--- src/rtl/spike_encoder_pkg.sv ---
// Shared definitions for the spike rate encoder: FSM state encoding,
// residual width helper and the value clamp used when a frame is latched.
package spike_encoder_pkg;

    typedef enum logic [1:0] {
        ST_IDLE = 2'd0,
        ST_RUN  = 2'd1,
        ST_DONE = 2'd2
    } enc_state_t;

    // Residual needs one bit of headroom above a value so r + v never wraps.
    localparam int RES_EXTRA_BITS = 1;

    // Clamp arithmetic runs at a fixed width; DATA_WIDTH must not exceed it.
    localparam int CLAMP_W = 32;

    function automatic int res_width(input int data_width);
        return data_width + RES_EXTRA_BITS;
    endfunction

    // Clamp value into [0, thr]; a non-positive threshold collapses to 0.
    function automatic logic signed [CLAMP_W-1:0] clamp_to_thr(
        input logic signed [CLAMP_W-1:0] value,
        input logic signed [CLAMP_W-1:0] thr
    );
        logic signed [CLAMP_W-1:0] result;
        if (thr <= 32'sd0) begin
            result = 32'sd0;
        end else if (value < 32'sd0) begin
            result = 32'sd0;
        end else if (value > thr) begin
            result = thr;
        end else begin
            result = value;
        end
        return result;
    endfunction

endpackage

--- src/rtl/spike_rate_encoder_channel.sv ---
// One integrate-and-fire channel: latches a clamped value, accumulates it into
// a residual each step and fires with reset-by-subtraction.
// Optional macro SPIKE_RATE_ENCODER_ROUND_EN starts the residual at thr>>>1.
module encoder_channel
    import spike_encoder_pkg::*;
#(
    parameter int DATA_WIDTH = 16
) (
    input  logic                         clk,
    input  logic                         rst,
    input  logic                         i_load,
    input  logic                         i_advance,
    input  logic signed [DATA_WIDTH-1:0] i_value,
    input  logic signed [DATA_WIDTH-1:0] i_load_thr,
    input  logic signed [DATA_WIDTH-1:0] i_thr,
    output logic                         o_fire
);

    localparam int RW = res_width(DATA_WIDTH);

    logic signed [DATA_WIDTH-1:0] r_value;
    logic signed [RW-1:0]         r_resid;

    logic signed [CLAMP_W-1:0]    w_clamped;
    logic signed [DATA_WIDTH-1:0] w_value_load;
    logic signed [RW-1:0]         w_resid_init;
    logic signed [RW-1:0]         w_thr_ext;
    logic signed [RW-1:0]         w_sum;
    logic signed [RW-1:0]         w_resid_next;
    logic                         w_thr_pos;
    logic                         w_load_thr_pos;

    always_comb begin
        w_clamped      = clamp_to_thr(CLAMP_W'(i_value), CLAMP_W'(i_load_thr));
        w_value_load   = DATA_WIDTH'(w_clamped);
        w_load_thr_pos = !i_load_thr[DATA_WIDTH-1] && (i_load_thr != {DATA_WIDTH{1'b0}});
`ifdef SPIKE_RATE_ENCODER_ROUND_EN
        if (w_load_thr_pos) begin
            w_resid_init = RW'(i_load_thr >>> 1);
        end else begin
            w_resid_init = {RW{1'b0}};
        end
`else
        w_resid_init = {RW{1'b0}};
`endif
    end

    // Step arithmetic; a non-positive threshold fires every step and pins the residual at 0.
    always_comb begin
        w_thr_pos = !i_thr[DATA_WIDTH-1] && (i_thr != {DATA_WIDTH{1'b0}});
        w_thr_ext = RW'(i_thr);
        w_sum     = r_resid + RW'(r_value);
        o_fire    = !w_thr_pos || (w_sum >= w_thr_ext);
        if (!w_thr_pos) begin
            w_resid_next = {RW{1'b0}};
        end else if (o_fire) begin
            w_resid_next = w_sum - w_thr_ext;
        end else begin
            w_resid_next = w_sum;
        end
    end

    always_ff @(posedge clk) begin
        if (rst) begin
            r_value <= {DATA_WIDTH{1'b0}};
            r_resid <= {RW{1'b0}};
        end else if (i_load) begin
            r_value <= w_value_load;
            r_resid <= w_resid_init;
        end else if (i_advance) begin
            r_resid <= w_resid_next;
        end else begin
            r_resid <= r_resid;
        end
    end

endmodule

--- src/rtl/spike_rate_encoder.sv ---
// Rate-codes NUM_CHANNELS signed values into T per-step spike vectors over a
// valid/ready stream. Optional macro: SPIKE_RATE_ENCODER_ROUND_EN (round-to-nearest counts).
module spike_rate_encoder
    import spike_encoder_pkg::*;
#(
    parameter int DATA_WIDTH   = 16,
    parameter int NUM_CHANNELS = 3,
    parameter int STEP_WIDTH   = 8
) (
    input  logic                               clk,
    input  logic                               rst,
    input  logic                               start,
    input  logic [STEP_WIDTH-1:0]              num_steps,
    input  logic [NUM_CHANNELS*DATA_WIDTH-1:0] values,
    input  logic [DATA_WIDTH-1:0]              threshold,
    output logic                               busy,
    output logic                               spike_valid,
    input  logic                               spike_ready,
    output logic [NUM_CHANNELS-1:0]            spikes,
    output logic                               first_step,
    output logic                               last_step,
    output logic                               done
);

    enc_state_t              r_state;
    enc_state_t              w_state_next;
    logic [STEP_WIDTH-1:0]   r_steps;
    logic [STEP_WIDTH-1:0]   r_count;
    logic [DATA_WIDTH-1:0]   r_thr;

    logic                    w_load;
    logic                    w_handshake;
    logic                    w_last;
    logic [NUM_CHANNELS-1:0] w_fire;

    assign w_load      = (r_state == ST_IDLE) && start;
    assign w_handshake = (r_state == ST_RUN) && spike_ready;
    assign w_last      = (r_count == (r_steps - STEP_WIDTH'(1)));

    always_ff @(posedge clk) begin
        if (rst) begin
            r_state <= ST_IDLE;
        end else begin
            r_state <= w_state_next;
        end
    end

    always_comb begin
        w_state_next = r_state;
        case (r_state)
            ST_IDLE: begin
                if (start) begin
                    if (num_steps != {STEP_WIDTH{1'b0}}) begin
                        w_state_next = ST_RUN;
                    end else begin
                        w_state_next = ST_DONE;
                    end
                end else begin
                    w_state_next = ST_IDLE;
                end
            end
            ST_RUN: begin
                if (w_handshake && w_last) begin
                    w_state_next = ST_DONE;
                end else begin
                    w_state_next = ST_RUN;
                end
            end
            ST_DONE: w_state_next = ST_IDLE;
            default: w_state_next = ST_IDLE;
        endcase
    end

    // Frame parameters are captured once; the counter only moves on an accepted vector.
    always_ff @(posedge clk) begin
        if (rst) begin
            r_steps <= {STEP_WIDTH{1'b0}};
            r_count <= {STEP_WIDTH{1'b0}};
            r_thr   <= {DATA_WIDTH{1'b0}};
        end else if (w_load) begin
            r_steps <= num_steps;
            r_count <= {STEP_WIDTH{1'b0}};
            r_thr   <= threshold;
        end else if (w_handshake) begin
            r_count <= r_count + STEP_WIDTH'(1);
        end else begin
            r_count <= r_count;
        end
    end

    for (genvar c = 0; c < NUM_CHANNELS; c++) begin : g_chan
        encoder_channel #(
            .DATA_WIDTH (DATA_WIDTH)
        ) u_chan (
            .clk        (clk),
            .rst        (rst),
            .i_load     (w_load),
            .i_advance  (w_handshake),
            .i_value    (values[c*DATA_WIDTH +: DATA_WIDTH]),
            .i_load_thr (threshold),
            .i_thr      (r_thr),
            .o_fire     (w_fire[c])
        );
    end

    always_comb begin
        busy        = 1'b0;
        spike_valid = 1'b0;
        spikes      = {NUM_CHANNELS{1'b0}};
        first_step  = 1'b0;
        last_step   = 1'b0;
        done        = 1'b0;
        if (r_state == ST_RUN) begin
            busy        = 1'b1;
            spike_valid = 1'b1;
            spikes      = w_fire;
            first_step  = (r_count == {STEP_WIDTH{1'b0}});
            last_step   = w_last;
        end else if (r_state == ST_DONE) begin
            busy        = 1'b1;
            done        = 1'b1;
        end else begin
            busy        = 1'b0;
        end
    end

endmodule

--- config.mk ---
export PLATFORM = sky130hd
export DESIGN_NAME = spike_rate_encoder
export DESIGN_NICKNAME = d
export VERILOG_FILES = /design/src/rtl/spike_encoder_pkg.sv /design/src/rtl/spike_rate_encoder_channel.sv /design/src/rtl/spike_rate_encoder.sv
export SDC_FILE = /design/constraint.sdc
export NUM_CORES = 1
export LEC_CHECK = 0
export BUFFER_PORTS_ARGS = -buffer_cell sky130_fd_sc_hd__buf_2
export CORE_MARGIN = 2
export CORE_UTILIZATION = 45
export CTS_CLUSTER_SIZE = 40
export DETAILED_ROUTE_END_ITERATION = 10
export SYNTH_ARGS = -nofsm -noshare
export SYNTH_HDL_FRONTEND = slang
export SYNTH_SLANG_ARGS = --single-unit
--- constraint.sdc ---
create_clock -name clk -period 13.25 [get_ports clk]
set_clock_uncertainty 0.15 [all_clocks]
set_input_delay 2.65 -clock clk [delete_from_list [all_inputs] [get_ports clk]]
set_output_delay 2.65 -clock clk [all_outputs]
set_load 0.05 [all_outputs]
==> impl_metrics.toml, run 1 <==
[status]
status = "finished, final reports clean"

[critical_path]
reg2reg_slack_ns = 8.48
path_max_fanout = 15
criticalPathCategory = "register to output port"
cp.required_ns = 10.45
reg2reg_depth = 19
endpoint_kind = "output port"
critPathLaunchType = "register"
cp.arrival_ns = 4.97

[pwr]
powerDensity_mw_per_mm2 = 118
power_leakage_nw = 5.73
ir_drop_mv = 0.0526

[synthesis]
synth_seq_cells = 133
synth_area_mm2 = 0.0112
post_synth_num_cell_types = 68
synth_warnings = 0
yosysSeqAreaShare_pct = 23.9
synthArstFlopShare_pct = 0
ys.flop_type = "dfxtp_1"
syn-mean-instance-area_um2 = 7.97
synth_edf_count = 0
synth_nets = 1635
synth_cells = 1400

[cells_and_area]
final_net_count = 1701
n_antenna_cell = 0
fin_util_pct = 51.3
drive_above_1_share_pct = 9.68
fin_cells = 1802
syn2layout_area_growth_pct = 11.8

[global_routing]
grt_overflow_total = 0
grt_pass1_vias = 9761
grt_pass1_wl_um = 52000
antenna_found_initial = 0
grt_start_max_net_pins = 52
track_usage_pct = 25.9

[timing]
final_max_slew_viol_count = 0
holdWs_ns = 0.311
layout_setup_ws_ns = 5.48
rsz0062_at_grt = "no"
fin_crit_sh_pct = 58.7
fin_crit_ns = 7.77
tightestPinTransition_ns = 1.05
hold_viol = 0
setup_violations = 0
fmax_mhz = 129
setup_tns_ns = 0
relSlewSlack_pct = 29.7

[route]
dr.pass1.iters = 5
initialDrtViolationCount = 733
drc = 0
dr_total_vias = 10131
wl_per_cell_um = 18.6
routed_wl_um = 33400
vias_per_cell = 5.62
antenna_left = 0

[clocking]
cts_tree = "yes"
postCtsHoldBufs = 0
path_clk_slew_ns = 0.06
postCtsSetupRepairBufs = 0
clk_path_buf_depth = 2
clk_latency_ns = 0.43
htreeDepth = 4
cts_made_buffers = 17
clockRootBuffer = "clkbuf_16"
post_cts_resize_count = 0
cts.sinks = 133

[place]
pre_cts_slack_ns = 5.93
port_buffers = 83
placed_cells = 1771
gp_congestion = 0.891
place_hpwl_um = 25300

[job]
max-cap-violations = 0

[floorplan]
die_w_um = 161
core_area_mm2 = 0.0243
die-area_mm2 = 0.0261
io_pins = 84
die_h_um = 161
num_rows = 57
start_util_pct = 45.9

[worst_hold_path]
min_path_type = "register to register"
hold_depth = 2
[state kept, by name, summed over array words and instances, names as in the netlist]
signal,flops
g_chan.u_chan.r_resid,51
g_chan.u_chan.r_value,48
r_thr,16
r_count,8
r_steps,8
r_state,2
[logic make-up (layout without fill, tap and decap cells)]
family / after synthesis / in the layout / share of synthesized area, %
XOR/XNOR: 97 / 97 / 7.69
flip-flops: 133 / 133 / 23.9
AO/OA/AOI/OAI: 390 / 390 / 21.7
buffers and inverters: 126 / 204 / 4.48
adder cells (fa/ha/maj): 159 / 159 / 18.2
AND/OR/NAND/NOR: 418 / 418 / 17.1
multiplexers: 77 / 77 / 6.92
[worst paths after layout]
path	from	to
max	g_chan[1].u_chan.r_resid[0]	spikes[1]
min	g_chan[1].u_chan.r_value[6]	g_chan[1].u_chan.r_value[6]
max reg2reg	g_chan[1].u_chan.r_resid[0]	g_chan[1].u_chan.r_resid[3]
min reg2reg	g_chan[1].u_chan.r_value[6]	g_chan[1].u_chan.r_value[6]
[metrics by stage]
stage | total power [mW] | cell area [um^2]
final | 1.48 | 12500
after global routing | 1.56 | 12500
after global placement | 0.976 | 11900
after floorplan | 0.851 | 11200
after detailed placement | 0.980 | 11900
after CTS | 1.48 | 12500
[per-layer routing]
metal | track usage [%] | part of all wire [%]
met4 | 8.64 | 2.6
met2 | 41.7 | 45
met1 | 34.4 | 47
met3 | 5.57 | 5.4
met5 | 0 | 0
[Yosys cell counts, drive strengths merged, types with 7 or more instances]
cell / number / area (um^2)
a21o: 38 / 285
a21oi: 103 / 519
a31oi: 11 / 68.8
and2: 11 / 68.8
and3: 10 / 62.6
buf: 10 / 63.8
clkbuf: 34 / 128
dfxtp: 133 / 2660
ha: 153 / 1910
inv: 82 / 308
mux2i: 76 / 761
nand2: 182 / 683
nand2b: 7 / 43.8
nand3: 29 / 145
nand4: 22 / 138
nor2: 84 / 315
nor2b: 15 / 93.8
nor3: 21 / 105
nor4: 14 / 87.6
o211ai: 10 / 75.1
o21a: 17 / 128
o21ai: 136 / 688
o21bai: 15 / 113
o31ai: 8 / 60.1
or2: 7 / 43.8
or3: 9 / 61.3
xnor2: 66 / 578
xor2: 31 / 279
[final cells by class]
type	instances	area, um^2
clock inverter	11	150
fill	2363	11900
timing repair buffer	91	475
tap	324	405
inverter	82	308
clock buffer	20	457
sequential	133	2660
multi-input combinational	1141	8010
[critical path, cell delays in order (launching register included)]
cell	delay (ns)
dfxtp_1	0.31
ha_1	0.20
inv_1	0.07
fa_1	0.20
nor2b_1	0.07
o31a_1	0.28
o21ai_0	0.46
inv_1	0.12
a221o_1	0.34
xor2_1	0.16
ha_1	0.33
nand3_1	0.12
or2_2	0.34
o211ai_1	0.18
o211ai_1	0.17
a221oi_1	0.33
nand2b_1	0.15
buf_4	0.26
and2_1	0.18
buf_2	0.26
[report_power, final]
part	internal, mW	switching (mW)
Sequential	0.415	0.0114
Combinational	0.229	0.321
Clock	0.306	0.194
Total	0.949	0.527
[cell usage in the layout, fill, tap and decap left out, types with 22 or more instances in the layout]
cell	count
a21oi_1	102
buf_2	83
nor2_1	82
dfxtp_1	133
ha_1	153
nand3_1	29
nand2_1	182
a21o_1	38
mux2i_1	76
inv_1	82
xnor2_1	66
nand4_1	22
xor2_1	30
o21ai_0	133
Power figures use the tool's default switching activity.
==> run 2: changes to the inputs <==
==> constraint.sdc (replaced) <==
create_clock -name clk -period 8.1 [get_ports clk]
set_clock_uncertainty 0.15 [all_clocks]
set_input_delay 1.62 -clock clk [delete_from_list [all_inputs] [get_ports clk]]
set_output_delay 1.62 -clock clk [all_outputs]
set_load 0.05 [all_outputs]
==> impl_metrics.toml, run 2 (synthesis gave the netlist of run 1 again) <==
[status]
status = "finished, final reports clean"

[pwr]
internal_power_mw = 1.54
clkPwrFrac_pct = 33.7
seqPwrFrac_pct = 28.9
switching_share_pct = 36.3
powerDensity_mw_per_mm2 = 194
comb_power_share_pct = 37.4
power_leakage_nw = 5.73
ir_drop_mv = 0.118
p_sw_uw = 876

[floorplan]
die_h_um = 161
core_area_mm2 = 0.0243
start_util_pct = 45.9
num_rows = 57
die_w_um = 161
die-area_mm2 = 0.0261
io_pins = 84

[critical_path]
cp.arrival_ns = 4.69
cp.required_ns = 6.33
path_max_fanout = 4
endpoint_kind = "output port"
reg2reg_slack_ns = 3.29
criticalPathCategory = "register to output port"
critPathLaunchType = "register"

[route]
dr.pass1.iters = 5
routed_wl_um = 33400
drc = 0
wl_per_cell_um = 18.5
initialDrtViolationCount = 746
dr_total_vias = 10174
vias_per_cell = 5.64
antenna_left = 0

[place]
port_buffers = 83
gp_congestion = 0.930
pre_cts_slack_ns = 2.10
dpl_cell_area_mm2 = 0.0119
place_hpwl_um = 25400

[global_routing]
grt_pass1_wl_um = 53000
grt_start_max_net_pins = 52
grt_pass1_vias = 9727
grt_overflow_total = 0
antenna_found_initial = 1
track_usage_pct = 26.3

[timing]
final_max_slew_viol_count = 0
setup_tns_ns = 0
setup_violations = 0
layout_setup_ws_ns = 1.64
tightestPinTransition_ns = 1.04
rsz0062_at_grt = "no"
fin_crit_ns = 6.46
relSlewSlack_pct = 30.8
fmax_mhz = 155
hold_viol = 0
fin_crit_sh_pct = 79.7

[cells_and_area]
syn2layout_area_growth_pct = 11.8
regArea_mm2 = 0.00266
num-fill-cells = 2408
final_common_cell = "nand2_1"
final_net_count = 1701
drive_above_1_share_pct = 9.74
largest_reg_flops = 51
layout_common_cells = "nand2_1, ha_1, o21ai_0, dfxtp_1, a21oi_1"
multiInputGateArea_mm2 = 0.00801
reg_top3 = "g_chan.u_chan.r_resid x51, g_chan.u_chan.r_value x48, r_thr x16"
n_antenna_cell = 0
top_register = "g_chan.u_chan.r_resid"
finalInstanceArea_mm2 = 0.0125

[job]
max-cap-violations = 0

[clocking]
cts_made_buffers = 17
path_clk_slew_ns = 0.06
cts_tree = "yes"
htreeDepth = 4
post_cts_resize_count = 0
cts.sinks = 133
clk_path_buf_depth = 2
clockRootBuffer = "clkbuf_16"
clk_latency_ns = 0.42
postCtsHoldBufs = 0
postCtsSetupRepairBufs = 0

[worst_hold_path]
min_path_type = "register to register"
run 2: cell count changes in the layout (fill, tap and decap cells not counted):
cell and delta:
clkinv_2 +1, clkinvlp_4 -1, clkbuf_8 -2, clkinv_4 +2, inv_8 +1
run 2: layout make-up:
cell class	instances	area share, %
well taps	324	3.25
multi-input cells	1141	64.2
inverters	82	2.47
flip-flops and latches	133	21.4
repair buffers	91	3.81
clock buffers	18	3.44
clock inverters	14	1.42
run 2: path summary, 6_finish.rpt:
check,cells after the start,endpoint,startpoint
hold reg to reg,2,g_chan[0].u_chan.r_resid[15],g_chan[0].u_chan.r_resid[15]
setup / recovery,18,spikes[1],g_chan[1].u_chan.r_resid[0]
setup reg to reg,19,g_chan[1].u_chan.r_resid[2],g_chan[1].u_chan.r_resid[0]
hold / removal,2,g_chan[0].u_chan.r_resid[15],g_chan[0].u_chan.r_resid[15]
run 2: critical path, stage by stage, from the launching register on:
cell and delay [ns]:
dfxtp_1 0.31, ha_1 0.20, inv_1 0.07, fa_1 0.19
nor2b_1 0.07, o31a_1 0.27, o21ai_0 0.42, inv_1 0.11
a221o_1 0.34, xor2_1 0.16, ha_1 0.34, nand3_1 0.11
or2_2 0.33, o211ai_1 0.19, o211ai_1 0.18, a221oi_1 0.35
nand2b_1 0.22, and2_1 0.14, buf_2 0.26
run 2: per-layer routing:
metal	routed length, um	global-route usage (%)	part of all wire (%)	vias to the layer above
li1	-	-	-	5159
met1	15700	35.9	47	4711
met2	14900	42.1	44	266
met3	2130	5.50	6.4	38
met4	750	6.90	2.2	0
met5	0	0	0	-
run 2: stage by stage:
| step | cells | hold WS [ns] | power (mW) | utilization, % |
|---|---|---|---|---|
| 2_1_floorplan | 1400 | 0.279 | 1.39 | - |
| 3_3_place_gp | 1771 | 0.292 | 1.60 | 48.8 |
| 3_5_place_dp | 1771 | 0.302 | 1.61 | 48.8 |
| 4_1_cts | 1803 | 0.316 | 2.43 | 51.3 |
| 5_1_grt | 1803 | 0.334 | 2.56 | 51.3 |
| 6_report | 1803 | 0.310 | 2.42 | 51.3 |
run 2: power by group through the flow:
| stage | registers (mW) | clock network [mW] | logic, mW |
|---|---|---|---|
| finish | 0.697 | 0.815 | 0.905 |
| detailed placement | 0.712 | 0 | 0.896 |
| global placement | 0.711 | 0 | 0.892 |
| global route | 0.700 | 0.856 | 1.00 |
| floorplan | 0.705 | 0 | 0.688 |
| CTS | 0.697 | 0.831 | 0.901 |
==> run 3: changes to the inputs <==
==> constraint.sdc (replaced) <==
create_clock -name clk -period 5.55 [get_ports clk]
set_clock_uncertainty 0.15 [all_clocks]
set_input_delay 1.11 -clock clk [delete_from_list [all_inputs] [get_ports clk]]
set_output_delay 1.11 -clock clk [all_outputs]
set_load 0.05 [all_outputs]
==> impl_metrics.toml, run 3 (synthesis gave the netlist of run 1 again) <==
[critical_path]
slowest_delay_ns = 0.37
critPathLaunchType = "register"
cp.arrival_ns = 4.15
path_cells = "ha_4 -> inv_2 -> fa_2 -> nor2b_2 -> o31a_1 -> o21ai_1 -> buf_4 -> inv_2 -> a221o_1 -> xor2_1 -> ha_1 -> nand3_2 -> or2_4 -> o211ai_1 -> o211ai_1 -> a221oi_2 -> nand2b_4 -> and2_4 -> buf_8"
worst_path_max_delay_cell = "ha_1"
cp.required_ns = 4.29
endpoint_kind = "output port"
path_max_fanout = 4
criticalPathCategory = "register to output port"
reg2reg_depth = 19

[global_routing]
grt_pass1_wl_um = 52400
grt_overflow_total = 0
track_usage_pct = 25.9
grt_pass1_vias = 9777
antenna_found_initial = 1
grt_start_max_net_pins = 52

[cells_and_area]
largest_reg_flops = 51
reg_top3 = "g_chan.u_chan.r_resid x51, g_chan.u_chan.r_value x48, r_thr x16"
final_common_cell = "nand2_1"
n_antenna_cell = 0
fin_util_pct = 52.5
num-fill-cells = 2326
top_register = "g_chan.u_chan.r_resid"
finalInstanceArea_mm2 = 0.0128
fin_cells = 1815
syn2layout_area_growth_pct = 14.5
layout_common_cells = "nand2_1, ha_1, dfxtp_1"
drive_above_1_share_pct = 12.8
final_net_count = 1713

[route]
routed_wl_um = 33800
dr_total_vias = 10319
drc = 0
antenna_left = 0
dr.pass1.iters = 5
vias_per_cell = 5.69
wl_per_cell_um = 18.6
initialDrtViolationCount = 656

[pwr]
ir_drop_mv = 0.165
powerDensity_mw_per_mm2 = 278
power_leakage_nw = 5.81

[timing]
tightestPinTransition_ns = 1.04
fmax_mhz = 185
final_max_slew_viol_count = 0
fin_crit_sh_pct = 97.5
rsz0062_at_grt = "yes"
setup_tns_ns = 0
fin_crit_ns = 5.41
relSlewSlack_pct = 30.3
hold_viol = 0
setup_violations = 0

[floorplan]
die_w_um = 161
die_h_um = 161
core_area_mm2 = 0.0243
io_pins = 84
start_util_pct = 45.9
die-area_mm2 = 0.0261
num_rows = 57

[place]
placed_cells = 1775
dpl_cell_area_mm2 = 0.0119
place_hpwl_um = 25300
port_buffers = 83
gp_congestion = 0.930

[worst_hold_path]
min_path_type = "register to register"
hold_depth = 2

[clocking]
clk_latency_ns = 0.44
cts.sinks = 133
cts_tree = "yes"
clockRootBuffer = "clkbuf_16"
path_clk_slew_ns = 0.06
clk_path_buf_depth = 2
cts_made_buffers = 17
htreeDepth = 4

[status]
status = "finished, final reports clean"

[job]
max-cap-violations = 0
==> run 3: cell count changes in the layout (fill, tap and decap cells not counted), moves of 5 or more <==
cell / delta
a21oi_2: +5
o21ai_1: +5
a21oi_1: -5
ha_1: -6
ha_4: +5
buf_4: +13
o21ai_0: -6
==> run 3: critical path, delay by kind of cell, from the launching register on <==
family                   cells  cell delay, ns
buffers and inverters        4            0.38
adder cells (fa/ha/maj)      3            0.74
AO/OA/AOI/OAI                6            1.38
XOR/XNOR                     1            0.16
flip-flops                   1            0.33
AND/OR/NAND/NOR              5            0.74
==> run 3: where the power goes <==
part | total [mW] | internal, mW | switching, mW
Combinational | 1.38 | 0.584 | 0.794
Clock | 1.15 | 0.668 | 0.484
Sequential | 1.02 | 0.990 | 0.0277
Total | 3.55 | 2.24 | 1.31
==> run 3: path summary, 6_finish.rpt <==
| path | startpoint | to | slack, ns |
|---|---|---|---|
| min | g_chan[1].u_chan.r_value[8] | g_chan[1].u_chan.r_value[8] | 0.31 |
| min reg2reg | g_chan[1].u_chan.r_value[8] | g_chan[1].u_chan.r_value[8] | 0.31 |
| max | g_chan[1].u_chan.r_resid[0] | spikes[1] | 0.14 |
| max reg2reg | g_chan[2].u_chan.r_resid[0] | g_chan[2].u_chan.r_resid[16] | 1.03 |
==> run 3: routing by layer <==
metal	share of wire, %	wire length [um]	vias up	track usage, %
met3	6.2	2080	61	5.06
met4	2.6	868	0	8.44
li1	-	-	5178	-
met5	0	0	-	0
met1	46	15700	4813	35.1
met2	45	15200	267	41.6
==> run 3: through the flow <==
stage | setup WS (ns) | total power [mW] | hold WS, ns
final | 0.138 | 3.55 | 0.309
after global routing | -0.0909 | 3.75 | 0.337
after CTS | -0.0826 | 3.51 | 0.314
after detailed placement | 0.232 | 2.35 | 0.303
after global placement | 0.301 | 2.34 | 0.292
after floorplan | 0.225 | 2.03 | 0.279
==> run 3: area by class of cell <==
type | instances | area [um^2] | area share [%]
clock inverter | 13 | 149 | 1.17
clock buffer | 19 | 433 | 3.39
sequential | 133 | 2670 | 20.9
timing repair buffer | 103 | 584 | 4.58
inverter | 82 | 308 | 2.41
tap | 324 | 405 | 3.18
multi-input combinational | 1141 | 8220 | 64.4
==> run 3: repair_timing <==
| action | in CTS | in global routing |
|---|---|---|
| gates resized for setup | 6 | 51 |
| hold buffers | 0 | 0 |
| pin swaps | 0 | 21 |
| setup endpoints to repair | 3 | 3 |
| setup buffers | 0 | 8 |
